--- src/rtl/cpu_defs.sv ---
// Shared definitions for the hardwired control sequencer: opcodes, IR field
// positions, step-state encoding and opcode class decode.
package cpu_defs;

    localparam logic [4:0] OP_ADD  = 5'b00011;
    localparam logic [4:0] OP_SUB  = 5'b00100;
    localparam logic [4:0] OP_AND  = 5'b00101;
    localparam logic [4:0] OP_OR   = 5'b00110;
    localparam logic [4:0] OP_SHR  = 5'b00111;
    localparam logic [4:0] OP_SHL  = 5'b01000;
    localparam logic [4:0] OP_ROR  = 5'b01001;
    localparam logic [4:0] OP_ROL  = 5'b01010;
    localparam logic [4:0] OP_MUL  = 5'b01110;
    localparam logic [4:0] OP_DIV  = 5'b01111;
    localparam logic [4:0] OP_NEG  = 5'b10000;
    localparam logic [4:0] OP_NOT  = 5'b10001;
    localparam logic [4:0] OP_NOP  = 5'b11010;
    localparam logic [4:0] OP_HALT = 5'b11011;

    localparam int OPC_HI = 31;
    localparam int OPC_LO = 27;
    localparam int RA_HI  = 26;
    localparam int RA_LO  = 23;
    localparam int RB_HI  = 22;
    localparam int RB_LO  = 19;
    localparam int RC_HI  = 18;
    localparam int RC_LO  = 15;

    typedef enum logic [3:0] {
        ST_IDLE = 4'd0,
        ST_T0   = 4'd1,
        ST_T1   = 4'd2,
        ST_T2   = 4'd3,
        ST_T3   = 4'd4,
        ST_T4   = 4'd5,
        ST_T5   = 4'd6,
        ST_T6   = 4'd7,
        ST_HALT = 4'd8
    } state_t;

    function automatic logic is_alu3(input logic [4:0] opc);
        logic r;
        case (opc)
            OP_ADD, OP_SUB, OP_AND, OP_OR,
            OP_SHR, OP_SHL, OP_ROR, OP_ROL: r = 1'b1;
            default:                        r = 1'b0;
        endcase
        return r;
    endfunction

    function automatic logic is_muldiv(input logic [4:0] opc);
        logic r;
        case (opc)
            OP_MUL, OP_DIV: r = 1'b1;
            default:        r = 1'b0;
        endcase
        return r;
    endfunction

    function automatic logic is_unary(input logic [4:0] opc);
        logic r;
        case (opc)
            OP_NEG, OP_NOT: r = 1'b1;
            default:        r = 1'b0;
        endcase
        return r;
    endfunction

endpackage

--- src/rtl/reg_decoder_4_16.sv ---
// 4-bit register index to 16-bit one-hot select, forced to zero when disabled.
module reg_decoder_4_16 (
    input  logic [3:0]  idx,
    input  logic        en,
    output logic [15:0] onehot
);

    // One-hot expansion of the register index
    always_comb begin
        onehot = 16'h0000;
        if (en) begin
            onehot[idx] = 1'b1;
        end else begin
            onehot = 16'h0000;
        end
    end

endmodule

--- src/rtl/control_sequencer.sv ---
// Hardwired T0-T6 control FSM: fetches through the memory handshake, decodes
// IR and drives all datapath strobes, register selects and the ALU op code.
module control_sequencer
    import cpu_defs::*;
#(
    parameter int CNT_W = 16
) (
    input  logic             clk,
    input  logic             clr,
    input  logic             run,
    input  logic [31:0]      ir,
    input  logic             mem_ready,
    output logic             mem_rd,
    output logic             pc_out,
    output logic             zlo_out,
    output logic             zhi_out,
    output logic             mdr_out,
    output logic             mar_in,
    output logic             pc_enable,
    output logic             pc_increment,
    output logic             mdr_enable,
    output logic             mdr_read,
    output logic             ir_enable,
    output logic             y_enable,
    output logic             zlo_enable,
    output logic             zhi_enable,
    output logic             lo_enable,
    output logic             hi_enable,
    output logic [15:0]      reg_in,
    output logic [15:0]      reg_out,
    output logic [4:0]       op_code,
    output logic             halted,
    output logic             illegal,
    output logic [CNT_W-1:0] instr_count
);

    state_t           state_r;
    state_t           state_s;
    logic [4:0]       opc_s;
    logic [3:0]       ra_s;
    logic [3:0]       rb_s;
    logic [3:0]       rc_s;
    logic             alu3_s;
    logic             muldiv_s;
    logic             unary_s;
    logic             retire_s;
    logic             set_illegal_s;
    logic             rin_en_s;
    logic             rout_en_s;
    logic [3:0]       rin_idx_s;
    logic [3:0]       rout_idx_s;
    logic [CNT_W-1:0] instr_count_r;
    logic             illegal_r;
    logic             unused_ir_s;

    assign opc_s       = ir[OPC_HI:OPC_LO];
    assign ra_s        = ir[RA_HI:RA_LO];
    assign rb_s        = ir[RB_HI:RB_LO];
    assign rc_s        = ir[RC_HI:RC_LO];
    assign unused_ir_s = ^ir[RC_LO-1:0];
    assign alu3_s      = is_alu3(opc_s);
    assign muldiv_s    = is_muldiv(opc_s);
    assign unary_s     = is_unary(opc_s);
    assign instr_count = instr_count_r;
    assign illegal     = illegal_r;

    // Step-state register
    always_ff @(posedge clk) begin
        if (!clr) begin
            state_r <= ST_IDLE;
        end else begin
            state_r <= state_s;
        end
    end

    // Retired-instruction counter and sticky illegal flag
    always_ff @(posedge clk) begin
        if (!clr) begin
            instr_count_r <= {CNT_W{1'b0}};
            illegal_r     <= 1'b0;
        end else begin
            if (retire_s) begin
                instr_count_r <= instr_count_r + {{(CNT_W-1){1'b0}}, 1'b1};
            end
            if (set_illegal_s) begin
                illegal_r <= 1'b1;
            end
        end
    end

    // Next-state and Moore strobe decode
    always_comb begin
        state_s       = state_r;
        mem_rd        = 1'b0;
        pc_out        = 1'b0;
        zlo_out       = 1'b0;
        zhi_out       = 1'b0;
        mdr_out       = 1'b0;
        mar_in        = 1'b0;
        pc_enable     = 1'b0;
        pc_increment  = 1'b0;
        mdr_enable    = 1'b0;
        mdr_read      = 1'b0;
        ir_enable     = 1'b0;
        y_enable      = 1'b0;
        zlo_enable    = 1'b0;
        zhi_enable    = 1'b0;
        lo_enable     = 1'b0;
        hi_enable     = 1'b0;
        op_code       = 5'b00000;
        halted        = 1'b0;
        retire_s      = 1'b0;
        set_illegal_s = 1'b0;
        rin_en_s      = 1'b0;
        rout_en_s     = 1'b0;
        rin_idx_s     = 4'd0;
        rout_idx_s    = 4'd0;
        case (state_r)
            ST_IDLE: begin
                if (run) begin
                    state_s = ST_T0;
                end else begin
                    state_s = ST_IDLE;
                end
            end
            ST_T0: begin
                pc_out       = 1'b1;
                mar_in       = 1'b1;
                pc_increment = 1'b1;
                state_s      = ST_T1;
            end
            ST_T1: begin
                mem_rd   = 1'b1;
                mdr_read = 1'b1;
                if (mem_ready) begin
                    mdr_enable = 1'b1;
                    state_s    = ST_T2;
                end else begin
                    state_s = ST_T1;
                end
            end
            ST_T2: begin
                mdr_out   = 1'b1;
                ir_enable = 1'b1;
                state_s   = ST_T3;
            end
            ST_T3: begin
                if (opc_s == OP_NOP) begin
                    retire_s = 1'b1;
                    state_s  = ST_IDLE;
                end else if (opc_s == OP_HALT) begin
                    retire_s = 1'b1;
                    state_s  = ST_HALT;
                end else if (alu3_s || unary_s || muldiv_s) begin
                    rout_en_s  = 1'b1;
                    rout_idx_s = muldiv_s ? ra_s : rb_s;
                    y_enable   = 1'b1;
                    state_s    = ST_T4;
                end else begin
                    set_illegal_s = 1'b1;
                    state_s       = ST_HALT;
                end
            end
            ST_T4: begin
                rout_en_s  = 1'b1;
                rout_idx_s = alu3_s ? rc_s : rb_s;
                op_code    = opc_s;
                zlo_enable = 1'b1;
                zhi_enable = muldiv_s;
                state_s    = ST_T5;
            end
            ST_T5: begin
                zlo_out = 1'b1;
                if (muldiv_s) begin
                    lo_enable = 1'b1;
                    state_s   = ST_T6;
                end else begin
                    rin_en_s  = 1'b1;
                    rin_idx_s = ra_s;
                    retire_s  = 1'b1;
                    state_s   = ST_IDLE;
                end
            end
            ST_T6: begin
                zhi_out   = 1'b1;
                hi_enable = 1'b1;
                retire_s  = 1'b1;
                state_s   = ST_IDLE;
            end
            ST_HALT: begin
                halted  = 1'b1;
                state_s = ST_HALT;
            end
            default: begin
                state_s = ST_IDLE;
            end
        endcase
    end

    reg_decoder_4_16 u_reg_in (
        .idx    (rin_idx_s),
        .en     (rin_en_s),
        .onehot (reg_in)
    );

    reg_decoder_4_16 u_reg_out (
        .idx    (rout_idx_s),
        .en     (rout_en_s),
        .onehot (reg_out)
    );

endmodule

--- config.mk ---
export PLATFORM = sky130hd
export DESIGN_NAME = control_sequencer
export DESIGN_NICKNAME = d
export VERILOG_FILES = /design/src/rtl/cpu_defs.sv /design/src/rtl/reg_decoder_4_16.sv /design/src/rtl/control_sequencer.sv
export SDC_FILE = /design/constraint.sdc
export NUM_CORES = 1
export LEC_CHECK = 0
export ABC_AREA = 1
export CAP_MARGIN = 20
export CELL_PAD_IN_SITES_DETAIL_PLACEMENT = 1
export CELL_PAD_IN_SITES_GLOBAL_PLACEMENT = 1
export CORE_UTILIZATION = 23
export DETAILED_ROUTE_END_ITERATION = 8
export PLACE_DENSITY = 0.79
export SYNTH_ARGS = -nofsm -noshare
export SYNTH_HDL_FRONTEND = slang
export SYNTH_SLANG_ARGS = --single-unit
--- constraint.sdc ---
create_clock -name clk -period 1.3 [get_ports clk]
set_input_delay 0.26 -clock clk [delete_from_list [all_inputs] [get_ports clk]]
set_output_delay 0.26 -clock clk [all_outputs]
set_load 0.02 [all_outputs]
# [Yosys cells after proc, flatten, opt, wreduce, memory -nomap -nowiden]
# Memories as Yosys holds them, arrays and structs flattened.
# Cells that the tools add are included.
[totals] register_bits=21 latchBits=0 ram_bits=0 mem_bits_ro=16 inputBits=36 out_inout_bits=71 word_cells=81 memories=1
[classes] n_addsub=1 multipliers=0 div=0 magnitude_cmp=4 eq_ne=14 n_shift=0 n_mux=51 bitwise_logic=0 n_reduce_logical=7
[memory_table] name="(no name shown)" words=16 width=1 rd=1 rd_ports_with_merged_regs=0 write_ports=0 line_no="cpu_defs.sv:43" source="case (opc)"
[op_table] operator="$mux W4" n=10
[op_table] operator="$mux W16" n=2
[op_table] operator="$pmux W4 S8" n=1
[op_table] operator="$mux W1" n=31
[op_table] operator="$eq A5 B5 Y1 const B" n=4
[op_table] operator="$add A16 B1 Y16 const B" n=1
[op_table] operator="$eq A4 B3 Y1 const B" n=4
[op_table] operator="$eq A5 B4 Y1 const B" n=2
[op_table] operator="$lt A4 B5 Y1 const B" n=2
[op_table] operator="$demux W1 S4" n=2
[op_table] operator="$eq A4 B2 Y1 const B" n=2
[op_table] operator="$ge A4 B1 Y1 const B" n=2
[op_table] operator="$pmux W4 S2" n=1
[op_table] operator="$mux W5" n=1
[op_table] operator="$eq A4 B1 Y1 const B" n=1
[op_table] operator="$eq A4 B4 Y1 const B" n=1
[op_table] operator="$logic_not A4 Y1" n=1
[op_table] operator="$reduce_or A2 Y1" n=2
[op_table] operator="$mux W3" n=1
[op_table] operator="$pmux W1 S3" n=1
[op_table] operator="$logic_and A1 B1 Y1" n=2
[op_table] operator="$logic_or A1 B1 Y1" n=2
[op_table] operator="$pmux W1 S2" n=1

# [Logic depth before layout (Yosys ltp)]
# Gate-level depths: netlist (run 1).
[logic_depth] word_depth=14 ltp_mapped=11 depth_no_buf=11

# [Hierarchy]
# A second synthesis (run 1) with hierarchy kept.
[unflattened] cells_unflattened=339 hier_area_um2=1908.1
[by_module_without_submodules] module="control_sequencer" instances=1 cells_per_inst=274 area_each_um2=1641.6 seq_area_each_um2=420.4
[by_module_without_submodules] module="reg_decoder_4_16 at u_reg_in" instances=1 cells_per_inst=33 area_each_um2=140.1 seq_area_each_um2=0.0
[by_module_without_submodules] module="reg_decoder_4_16 at u_reg_out" instances=1 cells_per_inst=32 area_each_um2=126.4 seq_area_each_um2=0.0

# [Worst setup path after synthesis (run 1)]
# No wires, ideal clock.
[synth_path] path_type="register to output" from="register state_r[0]" to="output reg_out[11]" arrival_time_ns=1.521 t_required_ns=1.040 path_slack_ns=-0.481 path_stages_with_launch=7 n_path_buf=0 cell_sequence="dfxtp_1 > nand2_1 > nor2_2 > nand3_1 > nand2_2 > nand2_2 > nor2_1"
[synth_between] elab_chain_len=7
[synth_lines] item="start, declared" line_no="control_sequencer.sv:37" source="state_t state_r;"
[synth_lines] item="start signal, assigned" line_no="control_sequencer.sv:72" source="state_r <= state_s;"
[synth_lines] item="$eq A4 B3 Y1" line_no="control_sequencer.sv:118" source="case (state_r)"
[synth_lines] item="$pmux W4 S2" line_no="control_sequencer.sv:118"
[synth_lines] item="$lt A4 B5 Y1 (implied by the code) / $ge A4 B1 Y1 (equally long branches)" line_no="reg_decoder_4_16.sv:12" source="onehot[idx] = 1'b1;"
[synth_lines] item="$logic_and A1 B1 Y1 (implied by the code)" line_no="reg_decoder_4_16.sv:12"
[synth_lines] item="$mux W1 (implied by the code)" line_no="reg_decoder_4_16.sv:12"
[synth_lines] item="$demux W1 S4"
[synth_lines] item="$mux W16 *" line_no="reg_decoder_4_16.sv:11" source="if (en) begin"
[synth_lines] item="end, declared" line_no="control_sequencer.sv:30" source="output logic [15:0] reg_out,"
# Mark *: on every way between the ends. The rest lies on a longest branch, timed or not.

# [Worst setup path after layout (run 1)]
[layout_path] from="register state_r[3]" to="output reg_out[15]"
# Same word-level chain as after synthesis.

==> results of run 1 <==
==> flip-flops by register name, summed over array words and instances, names as in the netlist <==
signal	cells
illegal	1
instr_count	16
state_r	4
==> layout by cell type (no fill, tap or decap), types with 4 or more instances in the layout <==
cell type,Yosys,final
sky130_fd_sc_hd__buf_6,3,75
sky130_fd_sc_hd__buf_4,6,74
sky130_fd_sc_hd__nor2_4,4,46
sky130_fd_sc_hd__nand2_1,59,34
sky130_fd_sc_hd__inv_1,44,33
sky130_fd_sc_hd__nand2_2,15,16
sky130_fd_sc_hd__dfxtp_1,21,16
sky130_fd_sc_hd__nand2_8,0,14
sky130_fd_sc_hd__clkdlybuf4s50_1,0,14
sky130_fd_sc_hd__nand2_4,3,13
sky130_fd_sc_hd__nor2_1,51,11
sky130_fd_sc_hd__nand3_1,18,10
sky130_fd_sc_hd__a21oi_2,9,10
sky130_fd_sc_hd__nand3_4,1,10
sky130_fd_sc_hd__nand4_1,9,9
sky130_fd_sc_hd__inv_4,1,8
sky130_fd_sc_hd__inv_2,9,8
sky130_fd_sc_hd__nor3_1,15,7
sky130_fd_sc_hd__clkbuf_2,0,7
sky130_fd_sc_hd__dlygate4sd2_1,0,7
sky130_fd_sc_hd__nor3_4,1,6
sky130_fd_sc_hd__xor2_1,6,6
sky130_fd_sc_hd__a21oi_1,9,5
sky130_fd_sc_hd__o21ai_1,2,5
sky130_fd_sc_hd__buf_12,0,5
sky130_fd_sc_hd__o21ai_2,0,4
sky130_fd_sc_hd__nor3_2,1,4
sky130_fd_sc_hd__buf_2,0,4
==> layout make-up <==
class / count / area (um^2) / share of cell area
clock buffers: 4 / 45.0 / 0.00945
repair buffers: 193 / 1840 / 0.386
multi-input cells: 224 / 2040 / 0.427
well taps: 102 / 128 / 0.0268
flip-flops and latches: 21 / 434 / 0.0911
inverters: 54 / 265 / 0.0557
repair inverters: 1 / 16.3 / 0.00341
==> logic make-up after synthesis <==
logic type / share of synthesized area
XOR/XNOR: 0.0324
adder cells (fa/ha/maj): 0.00660
AND/OR/NAND/NOR: 0.472
AO/OA/AOI/OAI: 0.112
flip-flops: 0.222
other: 0.00198
buffers and inverters: 0.154
==> stage by stage <==
stage	hold slack, ns	total power [mW]	TNS, ns	setup slack [ns]	utilization
final	0.528	1.83	-42.81	-0.793	0.607
after detailed placement	0.483	1.15	-75.50	-1.51	0.475
after floorplan	0.467	0.904	-14.34	-0.374	-
after global placement	0.451	1.13	-69.38	-1.33	0.475
after global routing	0.551	1.90	-46.41	-0.832	0.607
after CTS	0.497	1.72	-35.91	-0.679	0.555
==> where the power goes <==
| group | leakage [nW] | internal [mW] | switching (mW) |
|---|---|---|---|
| logic | 1.85 | 0.318 | 0.379 |
| clock network | 0.0228 | 0.220 | 0.241 |
| registers | 0.173 | 0.652 | 0.0221 |
==> routing by layer <==
layer / vias to the layer above / track usage / wire, um
met5: - / 0 / 0
met3: 49 / 0.0394 / 541
met2: 118 / 0.506 / 6920
li1: 1349 / - / -
met4: 0 / 0.121 / 653
met1: 1462 / 0.257 / 4620
==> worst max-delay path: stages (launching register included) <==
cell                      delay, ns
sky130_fd_sc_hd__dfxtp_2       0.33
sky130_fd_sc_hd__inv_4         0.08
sky130_fd_sc_hd__nand2_8       0.07
sky130_fd_sc_hd__buf_6         0.13
sky130_fd_sc_hd__nor2_4        0.15
sky130_fd_sc_hd__buf_12        0.14
sky130_fd_sc_hd__nand3_4       0.10
sky130_fd_sc_hd__nand2_8       0.11
sky130_fd_sc_hd__buf_6         0.12
sky130_fd_sc_hd__nand2_8       0.08
sky130_fd_sc_hd__nor2_4        0.13
sky130_fd_sc_hd__buf_6         0.12
==> worst min-delay path by stage <==
stage,from,end,slack [ns],depth (start not counted)
floorplan,mem_ready,state_r[0],0.47,2
global placement,illegal,illegal,0.45,1
detailed placement,illegal,illegal,0.48,1
CTS,illegal,illegal,0.50,1
global route,instr_count[1],instr_count[1],0.55,2
finish,instr_count[4],instr_count[4],0.53,2
==> timing repair <==
action | CTS | global route
setup buffers | 30 | 23
cloned | 2 | 0
pin swaps | 40 | 62
setup endpoints to repair | 91 | 83
gates resized for setup | 432 | 98
==> impl_summary.md, run 1 <==
CTS
CTS built an H-tree with a depth of 1. The longest clock path from root to sink contains 2 buffers. The clock-pin slew of the registers on the worst-case setup and hold paths is 0.08 ns.

After clock tree synthesis, the flow added hold-fix buffers numbering 0. The later pin in the worst-skew pair is clocked with a latency of 0.27 ns. The number of clock sinks is 21. Clock tree synthesis inserted a total of 3 buffers.

The TritonCTS clock tree is done. The clock root buffer is sky130_fd_sc_hd__clkbuf_8.

Synth
The commonest cells after synthesis are sky130_fd_sc_hd__nand2_1, sky130_fd_sc_hd__nor2_1, sky130_fd_sc_hd__inv_1. Synthesis produced a netlist with a net count of around 350. After synthesis the netlist holds a flip-flop and latch count of 21. The number of synthesized flops with an enable pin is 0. For this run, the number of Yosys warnings is 0.

The synthesized netlist occupies a cell area of approximately 1900 um^2. The average cell area after synthesis is 6.13 um^2. Among all flip-flop cells after synthesis, the most frequent one is sky130_fd_sc_hd__dfxtp_1. Yosys instantiated no cell more often than sky130_fd_sc_hd__nand2_1. The unique cell type count in the Yosys netlist is 32. After synthesis, the cell types taking the most area are sky130_fd_sc_hd__dfxtp_1, sky130_fd_sc_hd__nand2_1, sky130_fd_sc_hd__nor2_1. The cell taking the most area after synthesis is sky130_fd_sc_hd__dfxtp_1. In the synthesized netlist the async set-or-reset flop fraction comes to 0. The gate count of the mapped netlist is 309. Of the post-synthesis cell area, the dominant cell type holds 0.222. Of the synthesized area, sequential elements account for 0.222.

Floorplan
The area of the placeable core is 7850 um^2. The floorplan step defined a die boundary enclosing 8600 um^2. In this run the count of I/O pins placed on the die edge is 107. The floorplan die height is 92.8 um. The die is 92.8 um wide.

The starting density of the core is 0.241. The standard-cell row count is 32.

Drt
The post-route antenna net violation count is 0. In the routed layout, each cell is associated on average with a via count of 4.97. The routed wire length is 12.7 mm. In the final routed layout, each cell accounts on average for between 20 and 25 um.

The via total after detailed routing is 2,978. The DRC violations left is 0. The detailed-routing iteration count for the pre-antenna-repair pass is 4. The number of DRC markers in iteration 0 is between 100 and 150.

Placed design
The total half-perimeter wirelength after legalization and detailed placement is 6.89 mm. Buffers placed on the I/O ports in this run total 90. Including well taps, the total number of placed cells is 555. Once placement finished, the instance area stood at around 3700 um^2.

The placer's final routability congestion estimate is 0.821.

Status
The run finished, with violations left. The checks that failed: setup timing.

Critical path
For flop-to-flop paths, the worst setup slack is -0.74 ns. The number of cells on the worst reg-to-reg path is 14. The endpoint of the worst setup timing path is reg_out[15]. The startpoint-to-endpoint class of the critical path is flop to output port. In this run the critical register-to-register path is launched from state_r[3].

The critical path startpoint is state_r[3]. The arrival time at the worst endpoint is between 1.5 and 2 ns. The maximum fanout along the worst path is 4. The worst setup path is captured at an output port. In this run the critical register-to-register path is captured at instr_count[6]. The required time of the critical path is roughly 1.0 ns. The nature of the critical path startpoint is a flop.

Final layout
Fill cells in the final layout number 889. The antenna diode count is 0. The layout net count is 535. Excluding fillers, the count of instances in the completed layout stands at between 500 and 600.

Of the cells placed in the final design, the portion with a size suffix greater than 1 is 0.660. The finished cells cover 4760 um^2. From synthesis to final layout, the design area changed by 152%.

STA
In the finished design, the share of the clock period the worst path needs comes to 1.61. The number of max-slew violations in the final report is 0. The worst setup margin is -0.793 ns.

For the finished layout, the period the worst path requires is approximately 2.1 ns. The count of endpoints failing hold in the final timing report is 0. Setup repair after global routing could not meet its margin everywhere.

The highest attainable clock frequency is 478 MHz. The clock arrives with 0.00359 ns of skew. The count of final setup violators is 74.

Global route
The number of global-route vias before repair came to 3,142. The total global routing overflow is 0. Across every metal layer, demand over resource in global routing totals 0.256. The initial antenna violation count is 0. The pin count of the biggest net entering global routing is 12. The global-route wire length before repair is 16.9 mm.

Pwr
Summed over all cells, the static leakage comes to between 2 and 2.5 nW. The power density over cell area is around 380 nW/um^2. The worst ir drop on vdd is 0.401 mV.

Min path
The tightest min-delay check is of the flop to flop type.

Job
The count of maximum capacitance violations is 0.
(Power assumes the default switching activity.)
==> run 2, diff against run 1 <==
--- a/config.mk
+++ b/config.mk
@@ -11,6 +11,7 @@
 export CELL_PAD_IN_SITES_GLOBAL_PLACEMENT = 1
 export CORE_UTILIZATION = 23
 export DETAILED_ROUTE_END_ITERATION = 8
+export GPL_TIMING_DRIVEN = 0
 export PLACE_DENSITY = 0.79
 export SYNTH_ARGS = -nofsm -noshare
 export SYNTH_HDL_FRONTEND = slang
==> impl_summary.md, run 2 (same netlist as run 1, synthesis figures left out) <==
STA
The worst slack on hold paths is 0.420 ns (-0.108 ns). The worst setup margin is -0.768 ns (+0.0252 ns). The highest attainable clock frequency came to 484 MHz (+1.2%). The count of endpoints failing hold in the final timing report came to 0 (unchanged). For the pin with the worst max-slew slack, the measured transition is 0.745 ns. The share of the clock period used by the worst path is 1.59 (-0.0194). The clock skew was 0.00455 ns (+0.000962 ns). The count of final setup violators is 73 (-1.4%). Setup repair after global routing could not meet its margin everywhere. The number of max-slew violations in the final report is 0 (unchanged). The minimum period implied by the final worst setup slack is 2.07 ns (-0.0252 ns). In this run the tightest slew margin relative to its limit is 0.504.

Final layout
The combined area of the multi-input logic cells is 2060 um^2 (+1.4%). The area taken by flip-flops and latches was 435 um^2 (+0.29%). In the layout the commonest cells are sky130_fd_sc_hd__buf_6, sky130_fd_sc_hd__nor2_4, sky130_fd_sc_hd__buf_4. The number of flip-flops under the largest register name is 16 (unchanged).

The number of standard cells in the final layout excluding fillers is 558 (-6.8%). The growth of design area from synthesis to finish is 134%. The cell area after layout is 4430 um^2 (-7.0%). The share of layout cells above drive strength 1 was 0.660 (about the same). The antenna diode count was 0 (unchanged). The commonest non-fill, non-tap cell in the layout is sky130_fd_sc_hd__buf_6. The count of fill cells added during filler insertion is 880 (-1.0%).

The layout net count is 494 (-7.7%).

Placed design
The count of input and output buffers is 89 (-1.1%). The post-place instance area came to 3310 um^2 (-11%). The placer's final routability congestion estimate is 0.830 (+1.2%).

The number of cells after detailed placement was 500 (-9.9%). The total half-perimeter wirelength after legalization and detailed placement came to 5.90 mm (-14%).

Drt
The DRC violations left was 0 (unchanged). The via total after detailed routing is 2,740 (-8.0%). The detailed-routing iteration count for the pre-antenna-repair pass is 3 (-1). The via-per-instance ratio is 4.91 (-1.2%). The number of DRC markers in iteration 0 is 55 (-48%). The post-route antenna net violation count is 0 (unchanged). The average detailed-routed wire length per instance came to 21.3 um (about the same). The routed wire length is 11.9 mm (-6.9%).

Floorplan
The floorplan die height is 92.8 um (unchanged). The width of the chip was 92.8 um (unchanged). The area of the placeable core is 7850 um^2 (unchanged). The number of I/O pins was 107 (unchanged). The starting density of the core was 0.241 (unchanged). The full die area is 8600 um^2 (unchanged).

The standard-cell row count is 32 (unchanged).

Pwr
The power density over cell area is 392 nW/um^2 (+2.0%). The worst ir drop on vdd is 0.361 mV (-10%). The leakage power of the design was 1.80 nW (-12%).

Critical path
The startpoint-to-endpoint class of the critical path is flop to output port. The worst-case register-to-register setup slack is -0.58 ns (+0.16 ns). The arrival time at the worst endpoint is 1.81 ns (-0.02 ns).

The number of cells on the worst reg-to-reg path is 12 (-2). STA classifies the critical path startpoint as a flop. The worst register-to-register path ends at instr_count[3]. The most critical setup path has its startpoint at state_r[3]. The required time of the critical path is 1.04 ns (about the same). The maximum fanout along the worst path is 4 (unchanged).

The launch point of the worst reg-to-reg path is state_r[3]. The worst setup path is captured at an output port.

Job
The count of maximum capacitance violations was 0 (unchanged).

Global route
The total global routing overflow is 0 (unchanged). The overall routing resource usage was 0.241 (-0.0143). The pin count of the biggest net entering global routing is 12 (unchanged). The global-route wire length before repair is 15.9 mm (-6.2%). The number of global-route vias before repair is 2,910 (-7.4%). The initial antenna violation count was 0 (unchanged).

Min path
The worst hold-check path type is input pin to flop. The startpoint identified for the worst hold timing path is clr. The count of cells along the worst hold path is 3 (+1). The path with the worst hold slack has its endpoint at instr_count[7].

CTS
The number of buffers created by CTS came to 3 (unchanged). The maximum number of buffers from clock root to sink is 2 (unchanged). The clock root buffer is sky130_fd_sc_hd__clkbuf_8. The clock-pin slew of the registers on the worst-case setup and hold paths came to 0.08 ns (about the same). The clock insertion delay at the later pin of the skew report is 0.27 ns (about the same). The number of clock sinks is 21 (unchanged). The hold-fix buffer count after cts was 0 (unchanged). The TritonCTS clock tree is done. The H-tree level count is 1 (unchanged).

Status
The final reports fail on setup timing. The flow ran to the end, but the final reports show violations.
run 2: cell types whose count changed in the layout (fill, tap and decap cells not counted), sizes merged:
cell	change
clkdlybuf4s50	-1
clkinvlp	+1
clkbuf	+1
inv	+1
dlymetal6s2s	-1
dlygate4sd2	-2
clkinv	-3
nor2	-1
clkdlybuf4s15	+4
buf	-40
run 2: critical path, cell delays in order (launching register included):
cell and delay, ns:
sky130_fd_sc_hd__dfxtp_2 0.34, sky130_fd_sc_hd__inv_4 0.08, sky130_fd_sc_hd__nand2_8 0.07, sky130_fd_sc_hd__nor3_4 0.22, sky130_fd_sc_hd__buf_6 0.17, sky130_fd_sc_hd__nand4_1 0.17
sky130_fd_sc_hd__buf_4 0.23, sky130_fd_sc_hd__nor2_4 0.13, sky130_fd_sc_hd__buf_6 0.13
run 2: how the worst max path moves through the flow:
stage | slack [ns] | to | depth (start not counted)
final | -0.77 | reg_in[6] | 8
after global routing | -0.82 | reg_in[6] | 8
after CTS | -0.71 | reg_in[5] | 8
after detailed placement | -1.48 | reg_out[11] | 13
after global placement | -1.44 | reg_out[11] | 13
after floorplan | -0.37 | reg_out[11] | 7
run 2: report_power, final:
part | internal [mW] | leakage (nW) | switching, mW
Combinational | 0.254 | 1.60 | 0.360
Clock | 0.219 | 0.0228 | 0.229
Sequential | 0.652 | 0.173 | 0.0227
run 2: final cells by class:
cell class	count	share of cell area
timing repair buffer	143	0.316
sequential	21	0.0983
multi-input combinational	223	0.466
buffer	11	0.0232
clock buffer	4	0.0102
tap	102	0.0288
inverter	54	0.0579
run 2: repair_timing:
action / CTS / global route
gates cloned: 1 / 1
setup buffers: 37 / 19
gates resized for setup: 438 / 78
pin swaps: 34 / 27
setup endpoints to repair: 91 / 86
run 2: routing by layer:
| metal | track usage | wire length [um] |
|---|---|---|
| met2 | 0.475 | 6470 |
| met3 | 0.0386 | 481 |
| met5 | 0 | 0 |
| met1 | 0.255 | 4360 |
| met4 | 0.0872 | 559 |
run 2: metrics by stage:
step / setup WS (ns) / utilization / TNS (ns) / total power, mW
4_1_cts: -0.713 / 0.521 / -33.43 / 1.66
6_report: -0.768 / 0.564 / -40.25 / 1.74
3_5_place_dp: -1.48 / 0.421 / -68.22 / 1.06
3_3_place_gp: -1.44 / 0.421 / -65.22 / 1.05
2_1_floorplan: -0.374 / - / -14.34 / 0.904
5_1_grt: -0.819 / 0.564 / -44.35 / 1.81
